$ cat config.mk
export PLATFORM = sky130hd
export DESIGN_NAME = mul_restore_flat
export DESIGN_NICKNAME = d
export VERILOG_FILES = /design/src/rtl/mul_restore_if.sv /design/src/rtl/mul_restore.sv /design/src/flat_wrapper.sv
export SDC_FILE = /design/constraint.sdc
export NUM_CORES = 1
export LEC_CHECK = 0
export CORE_UTILIZATION = 57
export DETAILED_ROUTE_END_ITERATION = 10
export PLACE_DENSITY = 0.84
export SYNTH_ARGS = -nofsm -noshare
export SYNTH_HDL_FRONTEND = slang
export SYNTH_SLANG_ARGS = --single-unit
$ cat constraint.sdc
create_clock -name Clk -period 6.25 [get_ports Clk]
set_input_delay 0.9375 -clock Clk [delete_from_list [all_inputs] [get_ports Clk]]
set_output_delay 0.9375 -clock Clk [all_outputs]
set_load 0.05 [all_outputs]
$ cat src/rtl/mul_restore_if.sv
// mul_restore_if: Start/Done handshake and operand/result bus for the
// shift-add multiply-accumulate unit (Prod = q*b + r).
interface mul_restore_if;
   logic       Start;
   logic [3:0] q;
   logic [3:0] b;
   logic [3:0] r;
   logic       Busy;
   logic       Done;
   logic [7:0] Prod;
   logic       Err;

   // Requester side: issues operands, observes status and result
   modport master (
      output Start, q, b, r,
      input  Busy, Done, Prod, Err
   );

   // Multiplier side
   modport slave (
      input  Start, q, b, r,
      output Busy, Done, Prod, Err
   );
endinterface

$ cat src/rtl/mul_restore.sv
// mul_restore: sequential 4x4 shift-add multiply-accumulate, Prod = q*b + r.
// Rebuilds a dividend from the 4-bit divider's quotient/remainder/divisor.
// Fixed latency of four iterations, Start/Done handshake.
// Optional build macro MUL_RESTORE_CHECK_EN: when defined, Err flags a zero
// divisor or a remainder not smaller than the divisor; when undefined, Err is 0.
module mul_restore (
   input  logic       Clk,
   input  logic       Rst,
   mul_restore_if.slave bus
);

   typedef enum logic {IDLE, MUL} state_t;

   state_t     state_reg, state_next;
   logic [3:0] mplier_reg, mplier_next;
   logic [7:0] mcand_reg, mcand_next;
   logic [7:0] acc_reg, acc_next;
   logic [1:0] cnt_reg, cnt_next;
   logic [7:0] prod_reg, prod_next;
   logic       busy_reg, busy_next;
   logic       done_reg, done_next;
   logic [7:0] sum;

`ifdef MUL_RESTORE_CHECK_EN
   logic       err_reg, err_next;
   logic       err_calc;

   // Operand consistency: zero divisor or remainder out of range
   always_comb begin
      err_calc = (bus.b == 4'd0) || (bus.r >= bus.b);
   end

   // Err register, updated only when an operation is accepted
   always_ff @(posedge Clk or posedge Rst) begin
      if (Rst) err_reg <= 1'b0;
      else     err_reg <= err_next;
   end

   // Capture the consistency result on the accepting edge
   always_comb begin
      err_next = err_reg;
      if (state_reg == IDLE && bus.Start) err_next = err_calc;
   end

   assign bus.Err = err_reg;
`else
   assign bus.Err = 1'b0;
`endif

   // State and datapath registers; reset aborts any operation in flight
   always_ff @(posedge Clk or posedge Rst) begin
      if (Rst) begin
         state_reg  <= IDLE;
         mplier_reg <= 4'd0;
         mcand_reg  <= 8'd0;
         acc_reg    <= 8'd0;
         cnt_reg    <= 2'd0;
         prod_reg   <= 8'd0;
         busy_reg   <= 1'b0;
         done_reg   <= 1'b0;
      end else begin
         state_reg  <= state_next;
         mplier_reg <= mplier_next;
         mcand_reg  <= mcand_next;
         acc_reg    <= acc_next;
         cnt_reg    <= cnt_next;
         prod_reg   <= prod_next;
         busy_reg   <= busy_next;
         done_reg   <= done_next;
      end
   end

   // Next-state and datapath: accept in IDLE, one shift-add per MUL cycle
   always_comb begin
      state_next  = state_reg;
      mplier_next = mplier_reg;
      mcand_next  = mcand_reg;
      acc_next    = acc_reg;
      cnt_next    = cnt_reg;
      prod_next   = prod_reg;
      busy_next   = busy_reg;
      done_next   = done_reg;
      // 15*15+15 = 240 fits in 8 bits, so no carry-out is needed
      sum         = acc_reg + (mplier_reg[0] ? mcand_reg : 8'd0);

      case (state_reg)
         IDLE: begin
            if (bus.Start) begin
               mplier_next = bus.q;
               mcand_next  = {4'b0000, bus.b};
               acc_next    = {4'b0000, bus.r};
               cnt_next    = 2'd0;
               done_next   = 1'b0;
               busy_next   = 1'b1;
               state_next  = MUL;
            end
         end
         MUL: begin
            acc_next    = sum;
            mcand_next  = {mcand_reg[6:0], 1'b0};
            mplier_next = {1'b0, mplier_reg[3:1]};
            cnt_next    = cnt_reg + 2'd1;
            // Always four iterations, even for a zero multiplicand
            if (cnt_reg == 2'd3) begin
               prod_next  = sum;
               done_next  = 1'b1;
               busy_next  = 1'b0;
               state_next = IDLE;
            end
         end
         default: state_next = IDLE;
      endcase
   end

   assign bus.Busy = busy_reg;
   assign bus.Done = done_reg;
   assign bus.Prod = prod_reg;

endmodule

$ cat src/flat_wrapper.sv
// flat-port wrapper written by rule: the top's interface ports become plain ports
module mul_restore_flat 
  (Clk, Rst, bus_Start, bus_q, bus_b, bus_r, bus_Busy, bus_Done, bus_Prod, bus_Err);
  mul_restore_if bus_i ();
  input  logic Clk;
  input  logic Rst;
  input wire logic [$bits(bus_i.Start)-1:0] bus_Start;
  input wire logic [$bits(bus_i.q)-1:0] bus_q;
  input wire logic [$bits(bus_i.b)-1:0] bus_b;
  input wire logic [$bits(bus_i.r)-1:0] bus_r;
  output wire logic [$bits(bus_i.Busy)-1:0] bus_Busy;
  output wire logic [$bits(bus_i.Done)-1:0] bus_Done;
  output wire logic [$bits(bus_i.Prod)-1:0] bus_Prod;
  output wire logic [$bits(bus_i.Err)-1:0] bus_Err;
  assign bus_i.Start = bus_Start;
  assign bus_i.q = bus_q;
  assign bus_i.b = bus_b;
  assign bus_i.r = bus_r;
  assign bus_Busy = bus_i.Busy;
  assign bus_Done = bus_i.Done;
  assign bus_Prod = bus_i.Prod;
  assign bus_Err = bus_i.Err;
  mul_restore u_core (.Clk(Clk), .Rst(Rst), .bus(bus_i));
endmodule
==> PnR_summary.wiki <==
{| class="wikitable"
! Metric !! Value
|-
| Power share of the clock group || 15.6%
|-
| Total vias in the final route || 1278
|-
| Antenna-violating nets left || 0
|-
| First-pass iteration count of the detailed router || 4
|-
| Number of library cell types mapped by synthesis || 33
|-
| Global-route met3 utilization || 5.53%
|-
| IO Pins || 26
|-
| Finished layout cell area || 2010 sq um
|-
| PostCTS Resize Cnt || 0
|-
| Cell count after synthesis || 167
|-
| Buffers inserted during post-CTS setup optimization || 0
|-
| Vias per inst || 5.76
|-
| First element of the critical path || u_core.bus.Done$_DFFE_PP0P_
|-
| Number of nets in the layout || 215
|-
| Worst hold-check slack || 0.486 ns
|-
| Number of instances on the worst hold path || 2
|-
| Clock input transition at the sequential cells of the worst setup and hold paths || 0.10 ns
|-
| GR met2 Demand/Resource || 37.4%
|-
| Number of antenna repair diodes || 0
|-
| Area post-placement || 1930 sq um
|-
| Core area || 2780 sq um
|-
| Number of antenna violations at the first check in global routing || 0
|-
| Required time of the critical path || 5.31 ns
|-
| Mean area per synthesized cell || 10.1 sq um
|-
| Pin count of the biggest net entering global routing || 37
|-
| Layout cells sized above 1 || 6.81%
|-
| Final TNS setup || 0 ns
|-
| Wire length per cell after detailed routing || 14.7 um
|-
| Hold buffer count at cts || 0
|-
| Final count of negative-setup-slack endpoints || 0
|-
| Post-layout minimum cycle time || 2.48 ns
|-
| Capture point of the critical path || bus_Done
|-
| Starting Density || 60.5%
|-
| Overall Global Routing Usage || 24.1%
|-
| Met1 usage in global routing || 32.0%
|-
| Kind of cell adding the most delay to the critical path || buffers and inverters
|-
| Port-buffer cells || 24
|-
| Total of max-cap violations || 0
|-
| CTS sink count || 33
|-
| Data arrival time at the worst-slack endpoint || 1.55 ns
|-
| Worst slew pin tran || 1.03 ns
|-
| FFs w/ async S/R, synth || 100%
|-
| Die H || 56.3 um
|-
| Peak clock frequency supported by timing || 403 MHz
|-
| Final-report max-slew violation count || 0
|-
| Root cell of the clock tree || clkbuf_4
|-
| Vias in the first global route || 1251
|-
| Setup repair after global routing missed its margin || false
|-
| Depth of the worst register-to-register path || 9
|-
| Leading cell types in the layout, fill and taps excluded || dfrtp_1, nand2_1, clkdlybuf4s50_1
|-
| HPWL Detailed || 2370 um
|-
| Global-route wire length before repair || 5710 um
|-
| Synthesized netlist net count || 191
|-
| Count of routing violations after the opening detailed-route iteration || 38
|-
| Share of power burned in combinational logic || 45.0%
|-
| Switch Pwr || 0.417 mW
|-
| DRC violation count after routing || 0
|-
| Number of warnings printed during yosys synthesis || 0
|-
| Most common cell after layout, fill and taps aside || dfrtp_1
|-
| Die ar. || 3170 sq um
|-
| CP endpoint kind || primary output
|-
| Site Rows || 19
|-
| Reg2Reg Launch Point || u_core.mplier_reg[0]$_DFFE_PP0P_
|-
| Cell count along the critical path || 1
|-
| TritonCTS Buffers || 5
|-
| Critical path's largest stage delay || 0.81 ns
|-
| Reg power frac || 39.4%
|-
| Final GP Congestion || 0.831
|-
| Synth Register Bits || 33
|-
| Final setup skew || 0.0136 ns
|-
| Switching share of power || 42.1%
|-
| Power Internal || 0.573 mW
|-
| Power density cells || 493 nW/um^2
|-
| Status || finished, final reports clean
|-
| Remaining global-route overflow || 0
|-
| Share of the clock period used by the worst path after layout || 39.7%
|-
| Most used routing layer || met2
|-
| Master of the slowest instance on the critical path || clkdlybuf4s50_1
|-
| Overall power of the completed layout || 0.990 mW
|-
| Total detailed-routing wirelength || 3270 um
|-
| IR drop worst, VDD || 392 uV
|-
| H-tree Lvls || 2
|-
| Post-synthesis instance area || 1680 sq um
|-
| Worst path bufs/invs || 1
|-
| Cell leakage power || 0.975 nW
|-
| Crit path kind || reg -> out
|-
| Final core utilization || 72.2%
|-
| Reg-to-reg setup timing slack || 3.83 ns
|-
| Headroom to the max-slew limit || 31.2%
|-
| Ordered list of cells on the worst path || clkdlybuf4s50_1
|-
| Biggest fanout along the worst timing path || 2
|-
| Main synth FF type || dfrtp_1
|-
| Startpoint kind of the worst setup timing path || register
|-
| Path category of the worst min-delay check || reg -> reg
|-
| Seq/Total Area, Yosys || 49.1%
|-
| Filler Cells Inserted || 214
|-
| Clock Tree Buf Depth || 2
|-
| Post-synthesis to final-layout area growth || 19.3%
|-
| Insertion delay to the later sink of the worst-skew pair || 0.35 ns
|-
| Die X || 56.3 um
|-
| Hold violation total from the final report || 0
|-
| Number of enable-type register cells in the synthesized netlist || 0
|-
| RR Endpoint || u_core.bus.Prod[6]$_DFFE_PP0P_
|-
| Clock tree from TritonCTS || built
|}
==> power groups by stage <==
stage	Clock (mW)	Sequential, mW	Combinational, mW
2_1_floorplan	0	0.462	0.239
3_3_place_gp	0	0.386	0.427
3_5_place_dp	0	0.391	0.447
4_1_cts	0.156	0.389	0.447
5_1_grt	0.163	0.402	0.486
6_report	0.154	0.390	0.445
==> synth_stat cells, drive strengths merged, types with 3 or more instances <==
| library cell | number | area share (%) |
|---|---|---|
| xnor2 | 3 | 1.6 |
| ha | 8 | 6.0 |
| nand2 | 25 | 5.6 |
| and3 | 3 | 1.1 |
| a21o | 3 | 1.3 |
| mux2i | 10 | 6.0 |
| dfrtp | 33 | 49 |
| a21oi | 7 | 2.1 |
| clkbuf | 7 | 1.6 |
| and2 | 7 | 2.6 |
| o21ai | 21 | 6.2 |
| mux2 | 4 | 2.7 |
| nor2 | 7 | 1.6 |
| inv | 6 | 1.3 |
==> routing by layer <==
| layer | share of wire (%) | wire, um |
|---|---|---|
| met5 | 0 | 0 |
| met4 | 2.7 | 89 |
| met3 | 4.1 | 135 |
| met2 | 48 | 1570 |
| met1 | 45 | 1480 |
==> how the worst min path moves through the flow <==
stage	startpoint	end	slack, ns
2_1_floorplan	u_core.mplier_reg[3]$_DFFE_PP0P_	u_core.mplier_reg[2]$_DFFE_PP0P_	0.45
3_3_place_gp	u_core.mplier_reg[1]$_DFFE_PP0P_	u_core.mplier_reg[0]$_DFFE_PP0P_	0.46
3_5_place_dp	u_core.bus.Prod[7]$_DFFE_PP0P_	u_core.bus.Prod[7]$_DFFE_PP0P_	0.47
4_1_cts	u_core.bus.Prod[7]$_DFFE_PP0P_	u_core.bus.Prod[7]$_DFFE_PP0P_	0.49
5_1_grt	u_core.bus.Prod[3]$_DFFE_PP0P_	u_core.bus.Prod[3]$_DFFE_PP0P_	0.51
6_report	u_core.bus.Prod[7]$_DFFE_PP0P_	u_core.bus.Prod[7]$_DFFE_PP0P_	0.49
==> cell type report <==
class	count	area (sq um)	area share, %
clock buffer	5	37.5	1.87
clock inverter	2	35.0	1.75
inverter	7	26.3	1.31
multi-input combinational	119	796	39.7
sequential	33	826	41.1
tap	31	38.8	1.93
timing repair buffer	25	248	12.3
==> through the flow <==
stage               cells  setup slack (ns)
global route          222              3.69
detailed placement    215              3.48
floorplan             167              4.08
CTS                   222              3.77
global placement      215              3.55
finish                222              3.77
==> cells by family after synthesis <==
group	count (synthesis)	share of synthesized area, %
compound gates	44	16.0
xor+xnor	5	2.60
fa+ha+maj	9	7.14
buf+inv	15	3.57
flops	33	49.1
mux	14	8.63
other cells	1	0.223
simple gates	46	12.7
Power figures use the tool's default switching activity.
==> variant (config.mk and constraints unchanged) <==
`prod_reg` no longer has a reset.
--- a/src/rtl/mul_restore.sv
+++ b/src/rtl/mul_restore.sv
@@ -56,5 +56,4 @@
          acc_reg    <= 8'd0;
          cnt_reg    <= 2'd0;
-         prod_reg   <= 8'd0;
          busy_reg   <= 1'b0;
          done_reg   <= 1'b0;
@@ -65,8 +64,11 @@
          acc_reg    <= acc_next;
          cnt_reg    <= cnt_next;
-         prod_reg   <= prod_next;
          busy_reg   <= busy_next;
          done_reg   <= done_next;
       end
+   end
+
+   always_ff @(posedge Clk) begin
+      prod_reg <= prod_next;
    end
 
Check against the original RTL: differs if Rst is asserted again (counterexample within 10 cycles, from zero or initial values and one cycle with Rst high); with Rst held inactive, the same outputs for 10 cycles.
==> variant against the unedited design <==
  * Final area down 2.6%
  * Clock skew is 0.0069 ns lower
  * Wire length is 3.4% lower
  * Final cell count fell by 5.9%
  * Critical path depth grew 2
  * Sequential power down 3%
  * Sequential cell count did not move
  * Total power down 16%
  * Worst setup slack is essentially flat
  * Sequential share of layout area increased by 3.2 points
  * Synthesized area is 1.4% lower
  * Register-to-register slack improved by 0.09 ns
  * Via count shrank 6.7%
  * Critical endpoint is now u_core.cnt_reg[0]
  * Highest routed layer unchanged
==> variant: results (changes against the unedited design) <==
Routed wl met3: 154 um (+14%)
Asr flop ratio synth: 0.7576 (-0.2424)
CP startpoint: bus_Start
Cell total after placement: 201 (-6.5%)
Setup slack, reg-to-reg: 3.92 ns (+0.09 ns)
Netlist cell types: 34 (+3.0%)
Leakage power: 0.8706 nW (-11%)
Max incr delay on CP: 1.12 ns (+0.31 ns)
Met2 routed WL: 1.516 mm (-3.5%)
Initial drt markers: 25 (-34%)
Post-DP HPWL: 2.215 mm (-6.6%)
Vias per cell: 5.708 (-0.84%)
Hold Crit Start: u_core.mplier_reg[2]
Synth Net Count: 177 (-7.3%)
Routed met1 length: 1.435 mm (-2.8%)
Met1 Usage GRT: 0.3002 (-0.02015)
Layout cell share with drive strength beyond 1: 0.06180 (-0.006265)
Crit path DAT: 2.71 ns (+1.16 ns)
CP max stage cell: clkdlybuf4s50_1
CTS Buf Count: 5 (unchanged)
Clock Skew: 0.006671 ns (-0.006910 ns)
Postcts setup bufs: 0 (unchanged)
Status: finished, final reports clean
Post-Place Worst Slack: 3.456 ns (-0.02161 ns)
CP endpoint: u_core.cnt_reg[0]
Routed len/inst: 15.13 um (+2.6%)
Hold EP: u_core.mplier_reg[1]
Drt total wl: 3.162 mm (-3.4%)
I/O Buffers: 24 (unchanged)
Cts repair resizes: 0 (unchanged)
Largest cells by area after synthesis: dfrtp_1, edfxtp_1, mux2i_1
Met3 GRT Util: 0.06512 (+0.009817)
Antenna cells: 0 (unchanged)
Max Freq: 402.7 MHz (about the same)
Sequential fraction of the synthesis area: 0.5223 (+0.03119)
All-Layer GR Usage: 0.2275 (-0.01342)
Final GP Congestion: 0.8199 (-1.4%)
Synth cell count leaders: dfrtp_1, nand2_1, o21ai_0
Clock transition at path regs: 0.09 ns
Maximum vdd drop: 0.0002964 V (-24%)
Met2 GRT Util: 0.3580 (-0.01615)
Post-synth EDFFs: 8 (+8)
First-pass GRT wire length: 5.368 mm (-6.0%)
Syn Inst Count: 153 (-8.4%)
Worst Tran Pin Value: 1.049 ns (+0.01709 ns)
CP max FO: 20 (+18)
R2R Path End: u_core.bus.Prod[6]
Vias in the first global route: 1185 (-5.3%)
Largest net degree at the start of global routing: 40 (+8.1%)
==> variant: layout make-up <==
class / count / area (um2)
inverters: 9 / 33.78
repair buffers: 24 / 240.2
flip-flops and latches: 33 / 865.8
well taps: 31 / 38.79
multi-input cells: 104 / 726.9
clock buffers: 8 / 48.80
fillers: 205 / 803.3
==> variant: logic make-up (layout without fill, tap and decap cells) <==
| group | Yosys count | after routing | synth area share |
|---|---|---|---|
| xor+xnor | 5 | 5 | 0.02641 |
| fa+ha+maj | 9 | 9 | 0.07246 |
| buf+inv | 16 | 41 | 0.03924 |
| other cells | 1 | 1 | 0.002262 |
| flops | 33 | 33 | 0.5223 |
| simple gates | 39 | 39 | 0.1102 |
| compound gates | 38 | 38 | 0.1540 |
| mux | 12 | 12 | 0.07321 |
==> variant: report_power, final <==
part	leakage, nW	switching [mW]	total [mW]	internal, mW
combinational	0.451	0.199	0.337	0.139
clock	0.0265	0.0698	0.115	0.0448
sequential	0.393	0.0681	0.378	0.310
total	0.871	0.337	0.830	0.493
==> variant: metrics by stage <==
step | hold slack (ns) | util | total power [mW] | cell area, um2
floorplan | 0.4523 | - | 0.6177 | 1658
global placement | 0.4614 | 0.6910 | 0.6977 | 1906
detailed placement | 0.4915 | 0.6910 | 0.7201 | 1906
CTS | 0.5109 | 0.7087 | 0.8366 | 1954
global route | 0.5384 | 0.7087 | 0.8863 | 1954
finish | 0.5018 | 0.7087 | 0.8301 | 1954
==> variant: worst register-to-register path, stage by stage (launching register included) <==
cell	delay [ns]
dfrtp_1	0.50
and2_1	0.18
ha_1	0.22
inv_1	0.07
fa_1	0.41
nor2b_1	0.16
o31a_1	0.18
o21ai_2	0.07
a21boi_1	0.22
nor2_1	0.07
